--- config.mk ---
export PLATFORM = sky130hd
export DESIGN_NAME = serial_width_adapter
export DESIGN_NICKNAME = d
export VERILOG_FILES = /design/src/rtl/serial_width_adapter.sv
export SDC_FILE = /design/constraint.sdc
export NUM_CORES = 1
export LEC_CHECK = 0
export CAP_MARGIN = 20
export CORE_ASPECT_RATIO = 1.2
export CORE_MARGIN = 4
export CORE_UTILIZATION = 56
export CTS_CLUSTER_DIAMETER = 120
export DETAILED_ROUTE_END_ITERATION = 8
export PLACE_DENSITY = 0.92
export SLEW_MARGIN = 25
export SYNTH_ARGS = -nofsm -noshare
export SYNTH_HDL_FRONTEND = slang
export SYNTH_SLANG_ARGS = --single-unit
--- constraint.sdc ---
create_clock -name clock -period 6.7 [get_ports clock]
set_input_delay 1.34 -clock clock [delete_from_list [all_inputs] [get_ports clock]]
set_output_delay 1.34 -clock clock [all_outputs]
set_load 0.02 [all_outputs]
--- src/rtl/serial_width_adapter.sv ---
// serial_width_adapter
//   Bridges a wide serial word stream to a narrow serial link.
//   TX: wide words in, split into NARROW_W beats, LSB beat first.
//   RX: narrow beats in, assembled into wide words, LSB beat first.
// Ports
//   clock, reset                   : single clock, synchronous active-high reset
//   wide_in_valid/ready/bits       : TX word input (WIDE_W)
//   narrow_out_valid/ready/bits    : TX beat output (NARROW_W)
//   narrow_in_valid/ready/bits     : RX beat input (NARROW_W)
//   wide_out_valid/ready/bits      : RX word output (WIDE_W)
//   tx_words, rx_words             : 32-bit wrapping counts of words sent / delivered
module serial_width_adapter #(
  parameter int unsigned WIDE_W   = 32,
  parameter int unsigned NARROW_W = 4
) (
  input  logic                clock,
  input  logic                reset,
  input  logic                wide_in_valid,
  output logic                wide_in_ready,
  input  logic [WIDE_W-1:0]   wide_in_bits,
  output logic                narrow_out_valid,
  input  logic                narrow_out_ready,
  output logic [NARROW_W-1:0] narrow_out_bits,
  input  logic                narrow_in_valid,
  output logic                narrow_in_ready,
  input  logic [NARROW_W-1:0] narrow_in_bits,
  output logic                wide_out_valid,
  input  logic                wide_out_ready,
  output logic [WIDE_W-1:0]   wide_out_bits,
  output logic [31:0]         tx_words,
  output logic [31:0]         rx_words
);

  localparam int unsigned BEATS = WIDE_W / NARROW_W;
  localparam int unsigned CNT_W = (BEATS > 1) ? $clog2(BEATS) : 1;
  localparam int unsigned CTR_W = 32;
  localparam logic [CNT_W-1:0] LAST_BEAT = CNT_W'(BEATS - 1);

  // ---------------- TX path ----------------
  typedef enum logic {TX_IDLE, TX_SEND} tx_state_t;

  tx_state_t                      tx_state, tx_state_nxt;
  logic [CNT_W-1:0]               tx_cnt, tx_cnt_nxt;
  logic [BEATS-1:0][NARROW_W-1:0] tx_word, tx_word_nxt;
  logic [CTR_W-1:0]               tx_words_nxt;
  logic                           tx_last, tx_beat_fire, tx_word_fire;

  // TX next-state: a new word may load in the same cycle the last beat leaves
  always_comb begin
    tx_state_nxt     = tx_state;
    tx_cnt_nxt       = tx_cnt;
    tx_word_nxt      = tx_word;
    tx_words_nxt     = tx_words;
    tx_last          = (tx_cnt == LAST_BEAT);
    narrow_out_valid = (tx_state == TX_SEND);
    narrow_out_bits  = tx_word[tx_cnt];
    tx_beat_fire     = narrow_out_valid & narrow_out_ready;
    wide_in_ready    = !narrow_out_valid | (tx_last & narrow_out_ready);
    tx_word_fire     = wide_in_valid & wide_in_ready;
    case (tx_state)
      TX_IDLE: begin
        if (tx_word_fire) begin
          tx_state_nxt = TX_SEND;
          tx_cnt_nxt   = '0;
          tx_word_nxt  = wide_in_bits;
        end
      end
      TX_SEND: begin
        if (tx_beat_fire) begin
          if (tx_last) begin
            tx_words_nxt = tx_words + CTR_W'(1);
            if (tx_word_fire) begin
              tx_cnt_nxt  = '0;
              tx_word_nxt = wide_in_bits;
            end else begin
              tx_state_nxt = TX_IDLE;
            end
          end else begin
            tx_cnt_nxt = tx_cnt + CNT_W'(1);
          end
        end
      end
      default: tx_state_nxt = TX_IDLE;
    endcase
  end

  // TX state register
  always_ff @(posedge clock) begin
    if (reset) begin
      tx_state <= TX_IDLE;
      tx_cnt   <= '0;
      tx_word  <= '0;
      tx_words <= '0;
    end else begin
      tx_state <= tx_state_nxt;
      tx_cnt   <= tx_cnt_nxt;
      tx_word  <= tx_word_nxt;
      tx_words <= tx_words_nxt;
    end
  end

  // ---------------- RX path ----------------
  logic [CNT_W-1:0]               rx_cnt, rx_cnt_nxt;
  logic [BEATS-1:0][NARROW_W-1:0] asm_word, asm_word_nxt;
  logic [WIDE_W-1:0]              out_word, out_word_nxt;
  logic                           out_valid, out_valid_nxt;
  logic [CTR_W-1:0]               rx_words_nxt;
  logic                           rx_last, rx_beat_fire, rx_word_fire;

  // RX next-state: only the final beat stalls, and only if the output slot cannot drain
  always_comb begin
    rx_cnt_nxt      = rx_cnt;
    asm_word_nxt    = asm_word;
    out_word_nxt    = out_word;
    out_valid_nxt   = out_valid;
    rx_words_nxt    = rx_words;
    rx_last         = (rx_cnt == LAST_BEAT);
    rx_word_fire    = out_valid & wide_out_ready;
    narrow_in_ready = !(rx_last & out_valid & !wide_out_ready);
    rx_beat_fire    = narrow_in_valid & narrow_in_ready;
    if (rx_word_fire) begin
      out_valid_nxt = 1'b0;
      rx_words_nxt  = rx_words + CTR_W'(1);
    end
    if (rx_beat_fire) begin
      asm_word_nxt[rx_cnt] = narrow_in_bits;
      if (rx_last) begin
        out_word_nxt  = asm_word_nxt;
        out_valid_nxt = 1'b1;
        rx_cnt_nxt    = '0;
      end else begin
        rx_cnt_nxt = rx_cnt + CNT_W'(1);
      end
    end
  end

  // RX state register
  always_ff @(posedge clock) begin
    if (reset) begin
      rx_cnt    <= '0;
      asm_word  <= '0;
      out_word  <= '0;
      out_valid <= 1'b0;
      rx_words  <= '0;
    end else begin
      rx_cnt    <= rx_cnt_nxt;
      asm_word  <= asm_word_nxt;
      out_word  <= out_word_nxt;
      out_valid <= out_valid_nxt;
      rx_words  <= rx_words_nxt;
    end
  end

  assign wide_out_valid = out_valid;
  assign wide_out_bits  = out_word;

endmodule
# Word level (Yosys, flattened, before mapping)
# Index checks and enable logic that the tools add are counted.
[totals] elab_cells=71 romBits=0 in_bits=42 ram_bits=0 ff_bits=168 output_inout_bits=104 latchBits=0 memories=0
[op_classes] n_reduce_logical=7 muxes=21 shift=0 div_mod_pow=0 bitwise=9 eq_ne=4 n_mul=0 addsub=4 magnitude_cmp=3
[op_table] cell="$mux 32" n=3
[op_table] cell="$add 32x1->32 const B" n=2
[op_table] cell="$pmux 32 s2" n=1
[op_table] cell="$bwmux 32" n=1
[op_table] cell="$bmux 4 s3" n=1
[op_table] cell="$demux 4 s3" n=1
[op_table] cell="$mux 3" n=4
[op_table] cell="$lt 3x4->1 const B" n=2
[op_table] cell="$mux 4" n=2
[op_table] cell="$and 1x1->1" n=7
[op_table] cell="$add 3x1->3 const B" n=2
[op_table] cell="$eq 3x3->1 const B" n=2
[op_table] cell="$mux 1" n=6
[op_table] cell="$pmux 3 s2" n=1
[op_table] cell="$ne 2x1->1 const B" n=2
[op_table] cell="$reduce_and 2->1" n=2
[op_table] cell="$ge 3x1->1 const B" n=1
[op_table] cell="$logic_not 1->1" n=3
[op_table] cell="$reduce_and 3->1" n=1
[op_table] cell="$pmux 1 s2" n=1
[op_table] cell="$logic_and 1x1->1" n=1
[op_table] cell="$not 1->1" n=1
[op_table] cell="$or 1x1->1" n=1

# Logic depth before layout (Yosys ltp)
# Gate-level depths: netlist of the first run.
[logic_depth] depth_word=8 depth_mapped=9 depth_no_buf=6

# Worst setup path after synthesis of the first run
# Ideal clock, no wire load.
[synth_path] kind="input to output" from="in wide_out_ready" to="out narrow_in_ready" path_stages=2 t_arrival_ns=1.701 required_time_ns=5.360 setup_slack_ns=3.659 path_buffers=1 cell_sequence="nand3b_1 > buf_2"
[synth_between] elab_chain_len=3
[synth_rtl] element="start: declaration" line="28" text="input logic wide_out_ready,"
[synth_rtl] element="$logic_not 1->1" line="119" text="narrow_in_ready = !(rx_last & out_valid & !wide_out_ready);"
[synth_rtl] element="$and 1x1->1" line="119"
[synth_rtl] element="$logic_not 1->1" line="119"
[synth_rtl] element="end: declaration" line="25" text="output logic narrow_in_ready,"
# No other way between the ends.

# Final worst setup path of the first run
# Ends and elaborated chain as after synthesis.

==> results of run 1 <==
[cell families after synthesis]
family	after synthesis	share of synthesized area
xor+xnor	20	0.0237
simple gates	335	0.227
buf+inv	77	0.0408
fa+ha+maj	6	0.0102
flops	168	0.456
mux	74	0.114
compound gates	158	0.128
[Yosys cell counts (3+ instances only)]
library cell / number
sky130_fd_sc_hd__ha_1: 6
sky130_fd_sc_hd__inv_1: 14
sky130_fd_sc_hd__nand2_1: 107
sky130_fd_sc_hd__nor3b_1: 3
sky130_fd_sc_hd__nand4_1: 11
sky130_fd_sc_hd__o21ai_0: 17
sky130_fd_sc_hd__or4_1: 29
sky130_fd_sc_hd__nor4_1: 5
sky130_fd_sc_hd__nand3b_1: 5
sky130_fd_sc_hd__mux4_2: 8
sky130_fd_sc_hd__xor2_1: 11
sky130_fd_sc_hd__buf_1: 9
sky130_fd_sc_hd__dfxtp_1: 168
sky130_fd_sc_hd__nor2_1: 89
sky130_fd_sc_hd__a211oi_1: 32
sky130_fd_sc_hd__mux2i_1: 65
sky130_fd_sc_hd__buf_2: 10
sky130_fd_sc_hd__xnor2_1: 9
sky130_fd_sc_hd__a21oi_1: 81
sky130_fd_sc_hd__or3_1: 17
sky130_fd_sc_hd__clkbuf_1: 44
sky130_fd_sc_hd__o31ai_1: 24
sky130_fd_sc_hd__and4_1: 6
sky130_fd_sc_hd__and3_1: 7
sky130_fd_sc_hd__nor3_1: 9
sky130_fd_sc_hd__nand3_1: 30
[state kept, by name, summed over array words and instances (netlist names)]
register	flops
asm_word	32
rx_words	32
tx_word	32
tx_words	32
wide_out_bits	32
rx_cnt	3
tx_cnt	3
narrow_out_valid	1
wide_out_valid	1
[path summary, 6_finish.rpt]
path | start | slack [ns] | endpoint
worst max-delay path | wide_out_ready | 2.23 | narrow_in_ready
worst min register to register | tx_word[10] | 0.45 | tx_word[10]
worst max register to register | tx_cnt[0] | 3.69 | tx_words[22]
worst min-delay path | tx_word[10] | 0.45 | tx_word[10]
[per-stage QoR]
| step | power, W | hold slack [ns] | std cells |
|---|---|---|---|
| after CTS | 0.00223 | 0.455 | 1118 |
| after global placement | 0.00116 | 0.439 | 1086 |
| after detailed placement | 0.00117 | 0.446 | 1086 |
| final | 0.00222 | 0.454 | 1118 |
| after floorplan | 0.00112 | 0.433 | 838 |
| after global routing | 0.00229 | 0.476 | 1118 |
[layout by cell type (no fill, tap or decap), types with 8 or more instances in the layout]
cell / instances
sky130_fd_sc_hd__xor2_1: 11
sky130_fd_sc_hd__a211oi_1: 32
sky130_fd_sc_hd__o31ai_1: 24
sky130_fd_sc_hd__nand2_1: 106
sky130_fd_sc_hd__mux2i_1: 65
sky130_fd_sc_hd__clkdlybuf4s50_1: 144
sky130_fd_sc_hd__xnor2_1: 9
sky130_fd_sc_hd__nor3_1: 9
sky130_fd_sc_hd__nand3_1: 30
sky130_fd_sc_hd__inv_1: 14
sky130_fd_sc_hd__o21ai_0: 17
sky130_fd_sc_hd__or3_1: 17
sky130_fd_sc_hd__dfxtp_1: 168
sky130_fd_sc_hd__nand4_1: 11
sky130_fd_sc_hd__nor2_1: 89
sky130_fd_sc_hd__or4_1: 29
sky130_fd_sc_hd__a21oi_1: 81
sky130_fd_sc_hd__clkbuf_16: 17
sky130_fd_sc_hd__mux4_2: 8
[critical path, cell delays in order]
cell and delay, ns:
sky130_fd_sc_hd__clkdlybuf4s50_1 0.62, sky130_fd_sc_hd__nand3b_1 0.46, sky130_fd_sc_hd__clkdlybuf4s50_1 0.71
[power breakdown]
group          total (W)  internal (W)  switching, W
combinational   0.000119     0.0000533     0.0000653
sequential       0.00103       0.00101     0.0000127
clock            0.00108      0.000684      0.000393
[area by class of cell]
type	instances	area [um^2]	share of cell area
clock buffer	22	464	0.0490
clock inverter	10	191	0.0202
multi-input combinational	593	3730	0.394
tap	164	205	0.0217
timing repair buffer	147	1460	0.155
sequential	168	3360	0.355
inverter	14	52.6	0.00555
[layer usage]
metal,wire length (um),up-vias
met1,7600,3109
met4,708,0
met5,0,-
met2,9610,233
met3,1060,55
li1,-,3205
==> implementation parameters, run 1 <==
Parameter                              Value

Floorplan
  Die Y    134 um
  Row count    45
  Overall die area    0.0151 mm^2
  Core area    0.0128 mm^2
  Starting density of the core    0.578
  Chip width    113 um
  Number of top-level design ports    ~150

CTS
  Clock transition at the registers of the reported paths    about 0.06 ns
  Setup repair bufs after CTS    0
  Worst skew pair latency    about 0.42 ns
  Cell at the root of the clock tree    sky130_fd_sc_hd__clkbuf_16
  Clock buffers created by TritonCTS    17
  Clock sinks    about 170
  Number of hold buffers added after CTS    0
  Maximum level of the CTS H-tree    4
  Post-cts gate resize count    0
  Max clock buf depth    2
  CTS tree    yes

Yosys
  Number of nets produced by synthesis    roughly 890
  Post-synthesis sequential element count    between 150 and 200
  Cell types with the largest area share after synthesis    sky130_fd_sc_hd__dfxtp_1 (46%), sky130_fd_sc_hd__mux2i_1 (8.8%), sky130_fd_sc_hd__a21oi_1 (5.5%)
  Post-Syn Instances    838
  Share of synthesized registers carrying an async set or reset    0
  Number of enable flip-flop cells after synthesis    0
  Distinct cell type count of the synthesized netlist    between 40 and 50
  Avg Inst Size Synth    8.81 um^2
  Cell taking the most area after synthesis    sky130_fd_sc_hd__dfxtp_1
  Post-Syn Area    approximately 0.0074 mm^2
  Sequential-to-total area share from yosys stat    0.456
  Number of synthesis warnings    0
  Synth Flop Type    sky130_fd_sc_hd__dfxtp_1
  Fraction of synthesized cell area taken by the top area cell type    0.456

Critical path
  Data required, critical path    5.36 ns
  Largest fanout of any net on the critical path    12
  Worst Setup Start Kind    input pin
  Worst reg-to-reg path cell count    6
  Crit path arrival time    ~3.1 ns
  Critical path start-end classification    in -> out
  Critical Path End Type    output pin

Global route
  Via count of the first global-routing pass    around 6600
  Number of antenna violations at the first check in global routing    0
  Pin count of the biggest net entering global routing    between 80 and 90
  First-pass GRT wire length    between 30000 and 40000 um
  Routing usage on met2    0.432
  Aggregate global routing overflow    0
  Routing usage on met1    0.288
  Met3 global-route usage    0.0510
  Overall routing resource usage    0.248
  Global-route layer with the greatest usage    met2

Routing
  Number of DRC violations after detailed routing    0
  Number of detailed-routing iterations run before antenna repair    5
  Antenna Nets Post-Route    0
  Routed vias/inst    5.91
  Wire length per cell    ~17 um
  Initial DRC count    532
  Final routed wirelength across all metal layers    around 19000 um
  Total via count in the routed design    about 6600

Finish
  Utilization after layout    0.741
  Post-synthesis to final-layout area growth    28.2%
  Design Area, Final    0.00947 mm^2
  Diode count    0
  Number of fill cells    874
  Share of cells above drive strength 1    0.0535
  Final net count    989

Hold path
  Hold path cells    2
  Tightest Hold Check Type    reg -> reg

Timing
  Unrepaired setup endpoints after global routing    no
  Worst Max-Slew Pin Slew    roughly 0.96 ns
  Worst slew margin relative to its limit    0.356
  Maximum clock skew at final layout    between 0.007 and 0.008 ns
  Peak clock frequency supported by timing    about 220 MHz
  Final period util    0.667
  Final Slew Violations    0
  Sum Neg Setup Slack    0 ns
  Total of endpoints with negative setup slack in the final report    0
  Worst setup margin    about 2.2 ns
  Final hold vios    0
  Minimum clock period after layout    between 4 and 5 ns

Power
  Highest ir drop seen on vdd    approximately 0.15 mV
  Power density over the cells    around 230 mW/mm^2
  Static Leakage    around 3.4 nW

Placement
  HPWL reported at the end of detailed placement    roughly 12000 um
  Routability congestion estimate from global placement    between 0.8 and 0.9
  Buffers added on ports    145
  Placed cell area    about 0.009 mm^2
  DP Worst Slack    2.27 ns

Run status
  Outcome    finished clean

Flow run
  Count of maximum capacitance violations    0
Power figures use the tool's default switching activity.
==> run 2, diff against run 1 <==
CORE_UTILIZATION = 47   (was 56)
PLACE_DENSITY = 0.83   (was 0.92)
clock period = 4.1 ns   (was 6.7 ns; I/O delays follow)
==> run 2 against run 1 <==
Net effect: global-route usage down 4.9 points; clock-buffer cell count is 1 lower; sequential power up 63%; total power is 59% higher; critical path type is now reg -> out; flip-flop and latch count unchanged; worst hold slack worse by 0.0017 ns; critical path depth up 1; critical endpoint is now wide_in_ready; clock skew grew 0.0013 ns; wire length down 6.4%.
==> implementation parameters, run 2 (same netlist as run 1, synthesis figures left out) <==
Parameter                              Value

Run status
  Outcome    finished clean

Routing
  Top routing layer used    met4
  Antenna Nets Post-Route    0 (unchanged)
  Met2 wire length    8820 um (-8.2%)
  Number of detailed-routing iterations run before antenna repair    5 (unchanged)
  Initial DRC count    370 (-30%)
  Total met3 wirelength after detailed routing    930 um (-12%)
  Total via count in the routed design    6419 (-2.8%)
  Routed vias/inst    5.53 (-6.4%)
  Number of DRC violations after detailed routing    0 (unchanged)
  Wire length per cell    15.3 um (-9.9%)
  Final routed wirelength across all metal layers    17800 um (-6.4%)
  Detailed-routing wirelength on met1    7680 um (+0.96%)

CTS
  Setup repair bufs after CTS    0 (unchanged)
  Clock buffers created by TritonCTS    17 (unchanged)
  Worst skew pair latency    0.42 ns (about the same)
  Clock transition at the registers of the reported paths    0.06 ns (about the same)
  Max clock buf depth    2 (unchanged)
  Post-cts gate resize count    0 (unchanged)
  Maximum level of the CTS H-tree    4 (unchanged)
  Number of hold buffers added after CTS    0 (unchanged)
  CTS tree    yes
  Cell at the root of the clock tree    sky130_fd_sc_hd__clkbuf_16
  Clock sinks    168 (unchanged)

Floorplan
  Starting density of the core    0.486 (-0.0921)
  Overall die area    0.0178 mm^2 (+18%)
  Core area    0.0152 mm^2 (+19%)
  Die Y    145 um (+8.6%)
  Row count    49 (+8.9%)
  Number of top-level design ports    146 (unchanged)
  Chip width    122 um (+8.5%)

Power
  Power density over the cells    371 mW/mm^2 (+58%)
  Internal power contribution    0.00277 W (+58%)
  Part of the total power dissipated in sequential elements    0.475 (+0.013)
  Power spent charging and discharging nets    0.000760 W (+61%)
  Combinational share of power    0.054 (about the same)
  Post-layout total power    0.00353 W (+59%)
  Switching share of power    0.215 (+0.00326)
  Clock power frac    0.471 (-0.014)
  Static Leakage    3.40 nW (+0.72%)
  Highest ir drop seen on vdd    0.306 mV (+99%)

Global route
  Pin count of the biggest net entering global routing    100 (+12%)
  Aggregate global routing overflow    0 (unchanged)
  First-pass GRT wire length    29200 um (-5.2%)
  Overall routing resource usage    0.199 (-0.0488)
  Number of antenna violations at the first check in global routing    0 (unchanged)
  Via count of the first global-routing pass    6045 (-7.8%)

Flow run
  Count of maximum capacitance violations    0 (unchanged)

Finish
  Post-synthesis to final-layout area growth    28.9%
  Share of cells above drive strength 1    0.0585 (+0.00506)
  Final net count    992 (+0.30%)
  Design Area, Final    0.00951 mm^2 (+0.50%)
  Number of fill cells    1295 (+48%)
  Final Instance Count excl. Fillers    1161 (+3.8%)
  Commonest cells after routing, fill and taps aside    sky130_fd_sc_hd__dfxtp_1 (168), sky130_fd_sc_hd__clkdlybuf4s50_1 (144), sky130_fd_sc_hd__nand2_1 (107), sky130_fd_sc_hd__nor2_1 (89), sky130_fd_sc_hd__a21oi_1 (81)
  Commonest non-fill, non-tap cell in the layout    sky130_fd_sc_hd__dfxtp_1
  Diode count    0 (unchanged)

Placement
  Buffers added on ports    145 (unchanged)
  Placed cell area    0.00889 mm^2 (+0.97%)
  Placed cell count    1129 (+4.0%)
  HPWL reported at the end of detailed placement    12100 um (-2.5%)
  Routability congestion estimate from global placement    0.823 (-1.1%)
  DP Worst Slack    0.844 ns (-1.42 ns)

Timing
  Total of endpoints with negative setup slack in the final report    0 (unchanged)
  Worst setup margin    0.767 ns (-1.46 ns)
  Final hold vios    0 (unchanged)
  Worst Max-Slew Pin Slew    0.969 ns (+0.00491 ns)
  Peak clock frequency supported by timing    300 MHz
  Worst slew margin relative to its limit    0.353 (-0.00345)
  Maximum clock skew at final layout    0.00852 ns (+0.00129 ns)
  Final period util    0.813
  Minimum clock period after layout    3.33 ns
  Sum Neg Setup Slack    0 ns (unchanged)
  Final Slew Violations    0 (unchanged)
  Unrepaired setup endpoints after global routing    no

Hold path
  Hold wc startpoint    tx_word[27]
  Tightest Hold Check Type    reg -> reg

Critical path
  Data required, critical path    3.28 ns (-2.08 ns)
  Critical Path Source    tx_cnt[0]
  Worst Setup Start Kind    flip-flop
  Start of the worst register-to-register path    tx_cnt[0]
  Critical Path End Type    output pin
  Crit path arrival time    2.51 ns (-0.62 ns)
  Critical path start-end classification    reg -> out
  Largest fanout of any net on the critical path    10 (-2)
run 2: cell count changes in the layout (fill, tap and decap cells not counted), sizes merged:
cell and delta:
clkinvlp -2, buf +3, bufinv -2, clkbuf -1, clkinv +5
run 2: worst paths after layout:
kind	end	slack (ns)	cells after the start
setup / recovery	wide_in_ready	0.77	4
hold / removal	tx_word[27]	0.45	2
setup reg to reg	tx_words[22]	1.11	6
hold reg to reg	tx_word[27]	0.45	2
run 2: area by class of cell:
| cell class | instances | area, um^2 | area share |
|---|---|---|---|
| timing repair buffer | 150 | 1500 | 0.158 |
| clock buffer | 21 | 480 | 0.0505 |
| multi-input combinational | 593 | 3720 | 0.391 |
| clock inverter | 11 | 144 | 0.0151 |
| inverter | 14 | 52.6 | 0.00552 |
| tap | 204 | 255 | 0.0268 |
| sequential | 168 | 3360 | 0.353 |
run 2: power by group through the flow:
stage | Sequential, W | Clock (W) | Combinational (W)
4_1_cts | 0.00168 | 0.00169 | 0.000190
6_report | 0.00168 | 0.00166 | 0.000189
3_5_place_dp | 0.00171 | 0 | 0.000190
3_3_place_gp | 0.00171 | 0 | 0.000187
2_1_floorplan | 0.00170 | 0 | 0.000119
5_1_grt | 0.00168 | 0.00177 | 0.000206
run 2: metrics by stage:
step | util | hold slack (ns)
final | 0.626 | 0.453
after CTS | 0.626 | 0.453
after floorplan | - | 0.433
after global placement | 0.585 | 0.438
after detailed placement | 0.585 | 0.445
after global routing | 0.626 | 0.469
run 2: critical path, cell delays in order (launching register included):
cell and delay [ns]:
sky130_fd_sc_hd__dfxtp_1 0.73, sky130_fd_sc_hd__ha_1 0.25, sky130_fd_sc_hd__ha_1 0.29, sky130_fd_sc_hd__a21bo_2 0.21, sky130_fd_sc_hd__clkdlybuf4s50_1 0.61
run 2: layer usage:
layer,vias to the layer above,global-route usage
li1,3211,-
met4,0,0.0661
met1,3006,0.251
met3,25,0.0459
met5,-,0
met2,177,0.333
